$ cat src/rtl/del_meas_pkg.sv
// Shared types and helpers for the multi-channel delay-measurement engine.
package del_meas_pkg;

  typedef enum logic [1:0] {
    IDLE  = 2'd0,
    FIRE  = 2'd1,
    COUNT = 2'd2,
    DONE  = 2'd3
  } state_t;

  // Widest sample the magnitude helper accepts; narrower samples are sign-extended into it.
  localparam int MAG_W = 32;

  // Reported for a channel that timed out or was aborted; sliced to CNT_W by users.
  localparam logic [63:0] RES_ALL_ONES = '1;

  // One extra bit so the most negative input maps to +2^(MAG_W-1) without overflow.
  function automatic logic [MAG_W:0] mag(input logic signed [MAG_W-1:0] x);
    logic signed [MAG_W:0] xe;
    xe = {x[MAG_W-1], x};
    return xe[MAG_W] ? $unsigned(-xe) : $unsigned(xe);
  endfunction

endpackage

$ cat src/rtl/del_meas_chan.sv
// One timed ADC channel: counts cycles until the sample magnitude crosses the threshold or the timeout hits.
module del_meas_chan
  import del_meas_pkg::*;
#(
  parameter int NUM_BITS = 16,
  parameter int CNT_W    = 16
) (
  input  logic                       clk,
  input  logic                       rst,
  input  logic                       clear,
  input  logic                       enable,
  input  logic                       abort,
  input  logic signed [NUM_BITS-1:0] sample,
  input  logic                       valid,
  input  logic        [NUM_BITS-1:0] thresh,
  input  logic        [CNT_W-1:0]    timeout,
  output logic                       latched,
  output logic        [CNT_W-1:0]    result,
  output logic                       timed_out
);

  logic [CNT_W-1:0] cnt_q;
  logic             lat_q;
  logic [MAG_W:0]   mag_w;
  logic             hit;
  logic             expire;
  logic             capture;

  assign mag_w   = mag(MAG_W'(sample));
  assign hit     = valid && (mag_w > (MAG_W + 1)'(thresh));
  assign expire  = (cnt_q == timeout);
  assign capture = enable && !lat_q && (abort || hit || expire);
  // Includes this cycle's capture so the FSM can leave COUNT on the same edge.
  assign latched = lat_q || capture;

  always_ff @(posedge clk or negedge rst) begin
    if (!rst) begin
      cnt_q     <= '0;
      lat_q     <= 1'b0;
      result    <= '0;
      timed_out <= 1'b0;
    end else if (clear) begin
      cnt_q     <= CNT_W'(1);
      lat_q     <= 1'b0;
      result    <= '0;
      timed_out <= 1'b0;
    end else if (enable && !lat_q) begin
      if (abort || (!hit && expire)) begin
        lat_q     <= 1'b1;
        result    <= RES_ALL_ONES[CNT_W-1:0];
        timed_out <= 1'b1;
      end else if (hit) begin
        lat_q  <= 1'b1;
        result <= cnt_q;
      end else begin
        cnt_q <= cnt_q + CNT_W'(1);
      end
    end
  end

endmodule

$ cat src/rtl/del_meas_engine.sv
// Delay-measurement engine: pulses selected DAC lanes, then times each ADC channel to threshold or timeout.
module del_meas_engine
  import del_meas_pkg::*;
#(
  parameter int NUM_BITS = 16,
  parameter int NUM_DAC  = 3,
  parameter int NUM_CH   = 2,
  parameter int CNT_W    = 16
) (
  input  logic                        clk,
  input  logic                        rst,
  input  logic                        meas_start,
  input  logic                        meas_abort,
  input  logic [NUM_DAC-1:0]          dac_mask,
  input  logic [NUM_BITS-1:0]         meas_val,
  input  logic [NUM_BITS-1:0]         meas_thresh,
  input  logic [CNT_W-1:0]            meas_timeout,
  output logic [NUM_DAC*NUM_BITS-1:0] dac_out,
  output logic [NUM_DAC-1:0]          dac_valid,
  input  logic [NUM_CH*NUM_BITS-1:0]  adc_in,
  input  logic [NUM_CH-1:0]           adc_valid,
  output logic [NUM_CH-1:0]           adc_run,
  output logic [NUM_CH*CNT_W-1:0]     result,
  output logic [NUM_CH-1:0]           ch_timeout,
  output logic                        busy,
  output logic                        done
);

  state_t                      state_q, state_d;
  logic [NUM_DAC-1:0]          mask_q;
  logic [NUM_BITS-1:0]         val_q;
  logic [NUM_BITS-1:0]         thresh_q;
  logic [CNT_W-1:0]            timeout_q;
  logic [NUM_CH-1:0]           latched;
  logic [NUM_DAC*NUM_BITS-1:0] lanes;
  logic                        start_ok;

  assign start_ok = (state_q == IDLE) && meas_start && (|dac_mask);

  always_ff @(posedge clk or negedge rst) begin
    if (!rst) begin
      state_q   <= IDLE;
      mask_q    <= '0;
      val_q     <= '0;
      thresh_q  <= '0;
      timeout_q <= '0;
    end else begin
      state_q <= state_d;
      if (start_ok) begin
        mask_q    <= dac_mask;
        val_q     <= meas_val;
        thresh_q  <= meas_thresh;
        timeout_q <= (meas_timeout == '0) ? '1 : meas_timeout;
      end
    end
  end

  always_comb begin
    state_d = state_q;
    case (state_q)
      IDLE:    if (start_ok) state_d = FIRE;
      FIRE:    state_d = COUNT;
      COUNT:   if (&latched) state_d = DONE;
      DONE:    if (!meas_start) state_d = IDLE;
      default: state_d = IDLE;
    endcase
  end

  always_comb begin
    lanes = '0;
    for (int k = 0; k < NUM_DAC; k++) begin
      lanes[k*NUM_BITS +: NUM_BITS] = mask_q[k] ? val_q : '0;
    end
  end

  always_comb begin
    dac_valid = '0;
    dac_out   = '0;
    adc_run   = '0;
    busy      = 1'b0;
    done      = 1'b0;
    case (state_q)
      FIRE: begin
        dac_valid = mask_q;
        dac_out   = lanes;
        adc_run   = '1;
        busy      = 1'b1;
      end
      COUNT: begin
        dac_out = lanes;
        adc_run = '1;
        busy    = 1'b1;
      end
      DONE: begin
        dac_out = lanes;
        busy    = 1'b1;
        done    = 1'b1;
      end
      default: ;
    endcase
  end

  for (genvar i = 0; i < NUM_CH; i++) begin : g_ch
    del_meas_chan #(
      .NUM_BITS(NUM_BITS),
      .CNT_W   (CNT_W)
    ) u_chan (
      .clk      (clk),
      .rst      (rst),
      .clear    (state_q == FIRE),
      .enable   (state_q == COUNT),
      .abort    (meas_abort),
      .sample   (adc_in[i*NUM_BITS +: NUM_BITS]),
      .valid    (adc_valid[i]),
      .thresh   (thresh_q),
      .timeout  (timeout_q),
      .latched  (latched[i]),
      .result   (result[i*CNT_W +: CNT_W]),
      .timed_out(ch_timeout[i])
    );
  end

endmodule

$ cat config.mk
export PLATFORM = sky130hd
export DESIGN_NAME = del_meas_engine
export DESIGN_NICKNAME = d
export VERILOG_FILES = /design/src/rtl/del_meas_pkg.sv /design/src/rtl/del_meas_chan.sv /design/src/rtl/del_meas_engine.sv
export SDC_FILE = /design/constraint.sdc
export NUM_CORES = 1
export LEC_CHECK = 0
export CORE_UTILIZATION = 47
export CTS_BUF_LIST = sky130_fd_sc_hd__clkbuf_4
export CTS_CLUSTER_DIAMETER = 80
export CTS_CLUSTER_SIZE = 40
export DETAILED_ROUTE_END_ITERATION = 10
export GPL_ROUTABILITY_DRIVEN = 0
export PLACE_DENSITY_LB_ADDON = 0.05
export SETUP_SLACK_MARGIN = 0.15
export SYNTH_ARGS = -nofsm -noshare
export SYNTH_HDL_FRONTEND = slang
export SYNTH_SLANG_ARGS = --single-unit
$ cat constraint.sdc
create_clock -name clk -period 2.5 [get_ports clk]
set_input_delay 0.5 -clock clk [delete_from_list [all_inputs] [get_ports clk]]
set_output_delay 0.5 -clock clk [all_outputs]
set_load 0.05 [all_outputs]
==> results of run 1 <==
-- sequential cells by signal (all words and copies together) (netlist names) --
name,flops
g_ch.u_chan.cnt_q,32
g_ch.u_chan.result,32
thresh_q,16
timeout_q,16
val_q,16
mask_q,3
g_ch.u_chan.lat_q,2
g_ch.u_chan.timed_out,2
state_q,2
-- where the power goes --
| group | switching (mW) | total [mW] | internal (mW) |
|---|---|---|---|
| registers | 0.626 | 3.27 | 2.64 |
| clock network | 0.778 | 1.57 | 0.795 |
| logic | 4.76 | 8.76 | 4.00 |
-- cell type report --
class	count	area, um2
multi-input combinational	585	4828
timing repair buffer	300	3410
inverter	42	160.2
antenna	1	2.502
clock buffer	18	135.1
sequential	121	3028
tap	188	235.2
fill	964	3171
clock inverter	13	176.4
-- cells in the final DEF (no fill, tap or decap), types with 37 or more instances in the layout --
master / netlist / routed
and2_4: 0 / 48
xnor2_1: 58 / 53
buf_4: 4 / 91
dfrtp_1: 121 / 121
nor2_1: 59 / 40
ha_1: 40 / 37
clkdlybuf4s50_1: 0 / 92
inv_1: 42 / 39
nand2_1: 96 / 95
buf_12: 0 / 59
-- cell families (layout without fill, tap and decap cells) --
kind of cell	after synthesis	after routing	synth area share [%]
xor+xnor	74	74	8.908
flops	121	121	41.62
compound gates	150	150	15.37
mux	6	6	0.8942
other cells	0	1	0
simple gates	313	315	21.87
fa+ha+maj	40	40	6.879
buf+inv	78	373	4.454
-- metal layers --
layer | part of all wire (%) | GRT usage (%) | vias to the layer above | wire (um)
li1 | - | - | 3323 | -
met3 | 4.8 | 4.977 | 53 | 1122
met1 | 41 | 37.71 | 3567 | 9736
met4 | 2.7 | 12.26 | 0 | 646
met5 | 0 | 0 | - | 0
met2 | 51 | 51.51 | 265 | 12010
-- how the worst min path moves through the flow --
stage | end | slack (ns) | cells after the start
after detailed placement | g_ch[0].u_chan.lat_q$_DFFE_PN0P_ | 0.48 | 2
after CTS | g_ch[1].u_chan.result[13]$_DFFE_PN0P_ | 0.45 | 2
after global placement | g_ch[0].u_chan.lat_q$_DFFE_PN0P_ | 0.47 | 2
final | g_ch[1].u_chan.result[13]$_DFFE_PN0P_ | 0.45 | 2
after global routing | val_q[15]$_DFFE_PN0P_ | 0.46 | 3
after floorplan | g_ch[0].u_chan.cnt_q[0]$_DFFE_PN0P_ | 0.20 | 0
-- timing repair --
item	4_1_cts	5_1_grt
pin swaps	54	35
buffers inserted	21	11
gates resized for setup	224	67
endpoints found under the setup margin	122	125
gates cloned	6	0
hold buffers	1	0
endpoints found under the hold margin	36	0
==> results.json, run 1 <==
{
  "status": "complete, but fails checks",
  "violations": "setup timing",
  "cts_tree": "built",
  "ff2ff_setup_slack_ns": -0.14,
  "clkTransAtPathRegs_ns": 0.11,
  "drt-initial-drc-count": 465,
  "p_leak_nw": 5.248,
  "rows": 45,
  "core-area_um2": 15150,
  "grt_use_total_pct": 30.02,
  "area.growth.synth_to_final_pct": 64.59,
  "synth.most_common_cell": "dfrtp_1",
  "insertion_delay_ns": 0.55,
  "synth_cell_types": 64,
  "finClkSkew_ns": 0.02334,
  "hpwl_mm": 16.27,
  "port_buffers": 177,
  "die_w_um": 126.4,
  "cts_root_buffer": "clkbuf_4",
  "period_share_pct": 131.6,
  "initial_utilization_pct": 48.04,
  "dp_cells": 1197,
  "tightest_slew_ns": 0.7836,
  "synthTopCellsByCount": "dfrtp_1, nand2_1, nor2_1",
  "synth_edf_count": 0,
  "antenna_found_initial": 1,
  "crit_buf_inv": 1,
  "postLayoutCoreUtil_pct": 79.07,
  "placed_cell_area_um2": 10470,
  "nets": 1196,
  "drv_slew": 0,
  "crit_path_end": "g_ch[0].u_chan.result[9]$_DFFE_PN0P_",
  "die_y_um": 126.4,
  "grt_pass1_wl_mm": 37.71,
  "powerDensity_nw_per_um2": 1136,
  "first_pass_iters": 5,
  "worst-path-max-fanout": 8,
  "drive_gt1_share_pct": 36.24,
  "max_cap_violations": 0,
  "final-hold-violation-count": 0,
  "setup_viol": 70,
  "required_ns": 2.93,
  "seq_area_frac_synth_pct": 41.62,
  "cts_max_level": 4,
  "die_area_um2": 15980,
  "cp.depth": 13,
  "r2r_cells": 9,
  "finalNonFillerCells": 1268,
  "totalPowerFinal_mw": 13.60,
  "yosys.area.top_type_share_pct": 41.62,
  "cts_made_buffers": 17,
  "syn_inst": 782,
  "synthArstFlopShare_pct": 100.0,
  "post-route-min-period_ns": 3.289,
  "syn_area_um2": 7276,
  "syn_avg_cell_area_um2": 9.304,
  "end_kind": "flip-flop",
  "drc_errors": 0,
  "hold_path.class": "input port to async pin",
  "synth_top_area_cell": "dfrtp_1",
  "worstSetupStartpoint": "adc_in[3]",
  "worstPathArrival_ns": 3.72,
  "numClockSinks": 121,
  "hold_ws_ns": 0.4532,
  "crit_family": "simple AND/OR/NAND/NOR gates",
  "relSlewSlack_pct": 47.70,
  "final_area_um2": 11980,
  "via_per_inst": 5.685,
  "syn-num-nets": 911,
  "tns_ns": -47.94,
  "setup_ws_ns": -0.7889,
  "ys_warn_count": 0,
  "clk_path_buf_depth": 2,
  "grt-ovfl-total": 0,
  "avgRoutedWirePerCell_um": 18.54,
  "path_class": "input port to flip-flop",
  "ant_nets": 0,
  "critPathSlowestCell": "or4_4",
  "rsz0062_at_grt": "true",
  "grt_pass1_vias": 7268,
  "dpl_worst_slack_ns": -1.774,
  "timing.rr.start": "state_q[0]$_DFFE_PN0P_",
  "vias": 7208,
  "max_freq_mhz": 304.1,
  "io_pins": 178,
  "startpoint_type": "input port",
  "crit_chain": "buf_6, or4_4, nand2b_4, o41ai_4, xnor2_1, ha_1, nand4_4, nor2_2, a221oi_2, a31oi_4, or3b_4, nor2b_4, o221a_1",
  "synth_top_flop_cell": "dfrtp_1",
  "routed_wl_mm": 23.51,
  "synth_area_leaders": "dfrtp_1, xnor2_1, ha_1, nand2_1, and2_1",
  "ys_seq_elements": 121,
  "reg2reg_to": "state_q[0]$_DFFE_PN0P_",
  "irDropWorstVdd_mv": 0.6711,
  "max_stage_delay_ns": 0.54,
  "grt_max_degree": 54
}
(Power assumes the default switching activity.)
==> run 2, diff against run 1 <==
CORE_UTILIZATION = 56   (was 47)
clock period = 4.1 ns   (was 2.5 ns; I/O delays follow)
==> results.json, run 2 (synthesis gave the netlist of run 1 again) <==
{
  "startpoint_type": "input port",
  "hold_path.class": "input port to async pin",
  "hpwl_mm": 15.06,
  "nets": 1136,
  "grt_use_total_pct": 30.74,
  "required_ns": 4.54,
  "drive_gt1_share_pct": 12.77,
  "avgRoutedWirePerCell_um": 17.21,
  "clkTransAtPathRegs_ns": 0.10,
  "max_cap_violations": 0,
  "grt-ovfl-total": 0,
  "core-area_um2": 12620,
  "cts_tree": "built",
  "postLayoutCoreUtil_pct": 79.96,
  "mostFrequentLayoutCell": "clkdlybuf4s50_1",
  "path_class": "input port to flip-flop",
  "first_pass_iters": 5,
  "relSlewSlack_pct": 30.61,
  "pwr-share-comb_pct": 59.1,
  "insertion_delay_ns": 0.56,
  "post-route-min-period_ns": 3.909,
  "grt_pass1_vias": 6563,
  "crit_family": "simple AND/OR/NAND/NOR gates",
  "irDropWorstVdd_mv": 0.3812,
  "setup_viol": 0,
  "worstPathArrival_ns": 4.34,
  "routed_wl_mm": 20.49,
  "finClkSkew_ns": 0.01821,
  "drv_slew": 0,
  "io_pins": 178,
  "max_freq_mhz": 255.8,
  "max_stage_delay_ns": 0.54,
  "crit_buf_inv": 2,
  "power_frac_seq_pct": 28.2,
  "antenna_found_initial": 1,
  "net-switching-power_mw": 3.243,
  "switching_share_pct": 47.36,
  "hold_ws_ns": 0.4558,
  "final-hold-violation-count": 0,
  "area.growth.synth_to_final_pct": 38.69,
  "cts_root_buffer": "clkbuf_4",
  "die_y_um": 116.0,
  "drt-initial-drc-count": 447,
  "clk_path_buf_depth": 2,
  "port_buffers": 177,
  "tns_ns": 0,
  "initial_utilization_pct": 57.65,
  "end_kind": "flip-flop",
  "tightest_slew_ns": 1.041,
  "period_share_pct": 95.33,
  "cts_max_level": 4,
  "status": "completed",
  "pwr-share-clk_pct": 12.7,
  "grt_max_degree": 85,
  "rows": 41,
  "die_w_um": 116.0,
  "cts_made_buffers": 17,
  "worst-path-max-fanout": 16,
  "powerDensity_nw_per_um2": 678.5,
  "die_area_um2": 13450,
  "via_per_inst": 5.777,
  "critPathSlowestCell": "or4_4",
  "grt_pass1_wl_mm": 31.64,
  "p_leak_nw": 4.351,
  "vias": 6881,
  "drc_errors": 0,
  "internal_power_mw": 3.604,
  "ant_nets": 0,
  "numClockSinks": 121,
  "largestRegisters": "g_ch.u_chan.cnt_q (32), g_ch.u_chan.result (32)",
  "mostFrequentLayoutCells": "clkdlybuf4s50_1, dfrtp_1, nand2_1",
  "rsz0062_at_grt": "false",
  "crit_chain": "clkdlybuf4s50_1, or4_4, nor3_1, nor4bb_1, ha_1, nand3_2, nor2_1, a221oi_2, a31oi_4, or3b_4, nor2b_4, buf_12, o221a_1"
}
-- run 2: changes by cell type in the layout (fill, tap and decap cells not counted), sizes merged, moves of 2 or more --
| cell | delta |
|---|---|
| clkdlybuf4s50 | +72 |
| dlymetal6s2s | +4 |
| clkdlybuf4s15 | -7 |
| buf | -115 |
| dlygate4sd2 | -9 |
| inv | -2 |
-- run 2: worst paths after layout --
path                                     startpoint                               endpoint  slack (ns)  cells after the start
max                                       adc_in[8]  g_ch[0].u_chan.result[15]$_DFFE_PN0P_        0.19                     13
min reg2reg                    val_q[1]$_DFFE_PN0P_                   val_q[1]$_DFFE_PN0P_        0.51                      2
max reg2reg                thresh_q[11]$_DFFE_PN0P_   g_ch[1].u_chan.cnt_q[10]$_DFFE_PN0P_        1.34                      9
min in group clk               val_q[1]$_DFFE_PN0P_                   val_q[1]$_DFFE_PN0P_        0.51                      2
min                                             rst   g_ch[1].u_chan.result[3]$_DFFE_PN0P_        0.46                      1
max in group asynchronous                       rst    g_ch[0].u_chan.cnt_q[9]$_DFFE_PN0P_        2.74                      2
-- run 2: timing repair --
action,4_1_cts,5_1_grt
gates resized for setup,3,31
setup buffers,1,2
setup endpoints to repair,35,65
hold endpoints to repair,0,0
cloned,0,0
pin swaps,0,28
hold buffers,0,0
-- run 2: metrics by stage --
stage	cells	setup WS (ns)	power [mW]	cell area, um2
floorplan	782	0.1524	4.590	7301
global placement	1157	-0.3759	5.773	9620
detailed placement	1157	-0.5365	5.922	9620
CTS	1188	0.1216	6.814	9935
global route	1191	0.06905	7.217	10090
finish	1191	0.1913	6.847	10090
-- run 2: final cells by class --
cell class	count	area (um2)
Antenna cell	1	2.502
Sequential cell	121	3028
Clock buffer	20	150.1
Tap cell	172	215.2
Fill cell	846	2529
Multi-Input combinational cell	583	4084
Timing Repair Buffer	242	2325
Clock inverter	10	128.9
Inverter	42	157.7
-- run 2: per-layer routing --
| metal | GRT usage (%) | wire, um |
|---|---|---|
| met1 | 38.45 | 8397 |
| met5 | 0 | 0 |
| met4 | 14.10 | 614 |
| met2 | 51.47 | 10260 |
| met3 | 6.119 | 1219 |
-- run 2: power by group through the flow --
stage               Combinational [mW]  Sequential (mW)  Clock, mW
finish                            4.04             1.93      0.870
floorplan                         2.30             2.29          0
global placement                  3.85             1.93          0
global route                      4.31             1.99      0.918
detailed placement                3.97             1.95          0
CTS                               4.01             1.93      0.875
==> run 3, diff against run 2 <==
REMOVE_ABC_BUFFERS = 1   (was unset)
==> results.json, run 3 (synthesis gave the netlist of run 1 again) <==
{
  "grt_use_total_pct": 31.80,
  "cts_root_buffer": "clkbuf_4",
  "cts_max_level": 4,
  "drive_gt1_share_pct": 14.61,
  "port_buffers": 177,
  "die_w_um": 116.0,
  "relSlewSlack_pct": 50.05,
  "switching_share_pct": 47.04,
  "numClockSinks": 121,
  "pwr-share-comb_pct": 57.8,
  "largestRegisters": "g_ch.u_chan.cnt_q (32), g_ch.u_chan.result (32)",
  "drc_errors": 0,
  "grt_pass1_vias": 6703,
  "net-switching-power_mw": 3.317,
  "end_kind": "flip-flop",
  "startpoint_type": "input port",
  "max_cap_violations": 0,
  "antenna_cells": 0,
  "hold_path.class": "input port to async pin",
  "nets": 1137,
  "post-route-min-period_ns": 3.873,
  "final-hold-violation-count": 0,
  "via_per_inst": 5.781,
  "rsz0062_at_grt": "false",
  "hpwl_mm": 15.09,
  "cts_tree": "built",
  "initial_utilization_pct": 57.65,
  "worst-path-max-fanout": 5,
  "grt_max_degree": 55,
  "drv_slew": 0,
  "clk_path_buf_depth": 2,
  "internal_power_mw": 3.735,
  "die_y_um": 116.0,
  "rows": 41,
  "path_class": "input port to flip-flop",
  "hold_buffers": 0,
  "worstPathArrival_ns": 4.35,
  "ff2ff_setup_slack_ns": 1.38,
  "grt_pass1_wl_mm": 32.95,
  "dpl_worst_slack_ns": -0.7241,
  "required_ns": 4.58,
  "clkTransAtPathRegs_ns": 0.11,
  "powerDensity_nw_per_um2": 689.2,
  "finClkSkew_ns": 0.01497,
  "setup_ws_ns": 0.2270,
  "status": "completed",
  "avgRoutedWirePerCell_um": 17.44,
  "postLayoutCoreUtil_pct": 81.08,
  "period_share_pct": 94.46,
  "grt-ovfl-total": 0,
  "drt-initial-drc-count": 557,
  "insertion_delay_ns": 0.55,
  "tightest_slew_ns": 0.7470,
  "vias": 6891,
  "area.growth.synth_to_final_pct": 40.64,
  "mostFrequentLayoutCells": "clkdlybuf4s50_1, dfrtp_1, nand2_1",
  "pwr-share-clk_pct": 14.7,
  "setup_viol": 0,
  "mostFrequentLayoutCell": "clkdlybuf4s50_1",
  "p_leak_nw": 4.330,
  "cts_made_buffers": 17,
  "io_pins": 178,
  "routed_wl_mm": 20.79,
  "irDropWorstVdd_mv": 0.4935,
  "first_pass_iters": 5,
  "max_freq_mhz": 258.2,
  "antenna_found_initial": 0,
  "power_frac_seq_pct": 27.6,
  "die_area_um2": 13450,
  "ant_nets": 0,
  "core-area_um2": 12620
}
[run 3: changes by cell type in the layout (fill, tap and decap cells not counted), moves of 3 or more]
cell / previous run / this run
dlymetal6s2s_1: 12 / 5
clkbuf_4: 20 / 17
clkdlybuf4s50_1: 164 / 167
clkinv_1: 3 / 0
[run 3: area by class of cell]
type	count	area, um2
fill	839	2387
tap	172	215.2
clock inverter	14	220.2
sequential	121	3028
inverter	42	157.7
multi-input combinational	583	4182
timing repair buffer	243	2302
clock buffer	17	127.6
[run 3: timing repair]
| item | in CTS | in global routing |
|---|---|---|
| pin swaps | 18 | 27 |
| setup endpoints to repair | 73 | 58 |
| gates cloned | 0 | 0 |
| resized for setup | 24 | 36 |
| buffers inserted | 3 | 2 |
[run 3: per-stage QoR]
| stage | cell area, um2 | power, mW | hold WS [ns] | TNS [ns] | instances |
|---|---|---|---|---|---|
| after global routing | 10230 | 7.452 | 0.3137 | 0 | 1192 |
| after global placement | 9575 | 5.749 | 0.4665 | -25.35 | 1156 |
| after floorplan | 7109 | 4.494 | 0.4540 | 0 | 746 |
| after detailed placement | 9575 | 5.895 | 0.4824 | -38.01 | 1156 |
| after CTS | 10060 | 6.987 | 0.2960 | 0 | 1190 |
| final | 10230 | 7.052 | 0.2832 | 0 | 1192 |
[run 3: routing by layer]
layer / vias up / track usage [%] / wire length (um)
li1: 3207 / - / -
met1: 3313 / 40.35 / 8663
met2: 312 / 53.49 / 10220
met3: 59 / 5.753 / 1331
met4: 0 / 13.50 / 571
met5: - / 0 / 0
[run 3: critical path: stages]
cell and delay (ns):
dlygate4sd2_1 0.25, nor4_2 0.28, buf_4 0.19, nand2b_4 0.06, nor2_4 0.11, nand4_1 0.20, o31ai_2 0.31, xnor2_1 0.11
ha_1 0.32, o211a_1 0.24, o21ai_2 0.18, a31oi_4 0.07, a21oi_2 0.18, buf_6 0.14, nand4_1 0.18, buf_4 0.21
or3_1 0.34, a21oi_1 0.14
[run 3: final timing paths]
check                                                       from                              endpoint  depth (start not counted)
worst max-delay path                                  adc_in[20]  g_ch[1].u_chan.cnt_q[14]$_DFFE_PN0P_                         18
worst max register to register          thresh_q[11]$_DFFE_PN0P_  g_ch[1].u_chan.cnt_q[14]$_DFFE_PN0P_                         10
worst min-delay path                                         rst  g_ch[0].u_chan.result[6]$_DFFE_PN0P_                          1
worst min register to register  g_ch[1].u_chan.lat_q$_DFFE_PN0P_      g_ch[1].u_chan.lat_q$_DFFE_PN0P_                          2
min in group clk                g_ch[1].u_chan.lat_q$_DFFE_PN0P_      g_ch[1].u_chan.lat_q$_DFFE_PN0P_                          2
max in group asynchronous                                    rst  g_ch[0].u_chan.result[8]$_DFFE_PN0P_                          2
[run 3: power groups by stage]
stage | Sequential [mW] | Clock, mW | Combinational [mW]
after CTS | 1.93 | 1.04 | 4.01
after floorplan | 2.32 | 0 | 2.17
after detailed placement | 1.96 | 0 | 3.94
after global routing | 2.00 | 1.09 | 4.36
final | 1.94 | 1.03 | 4.07
after global placement | 1.94 | 0 | 3.81
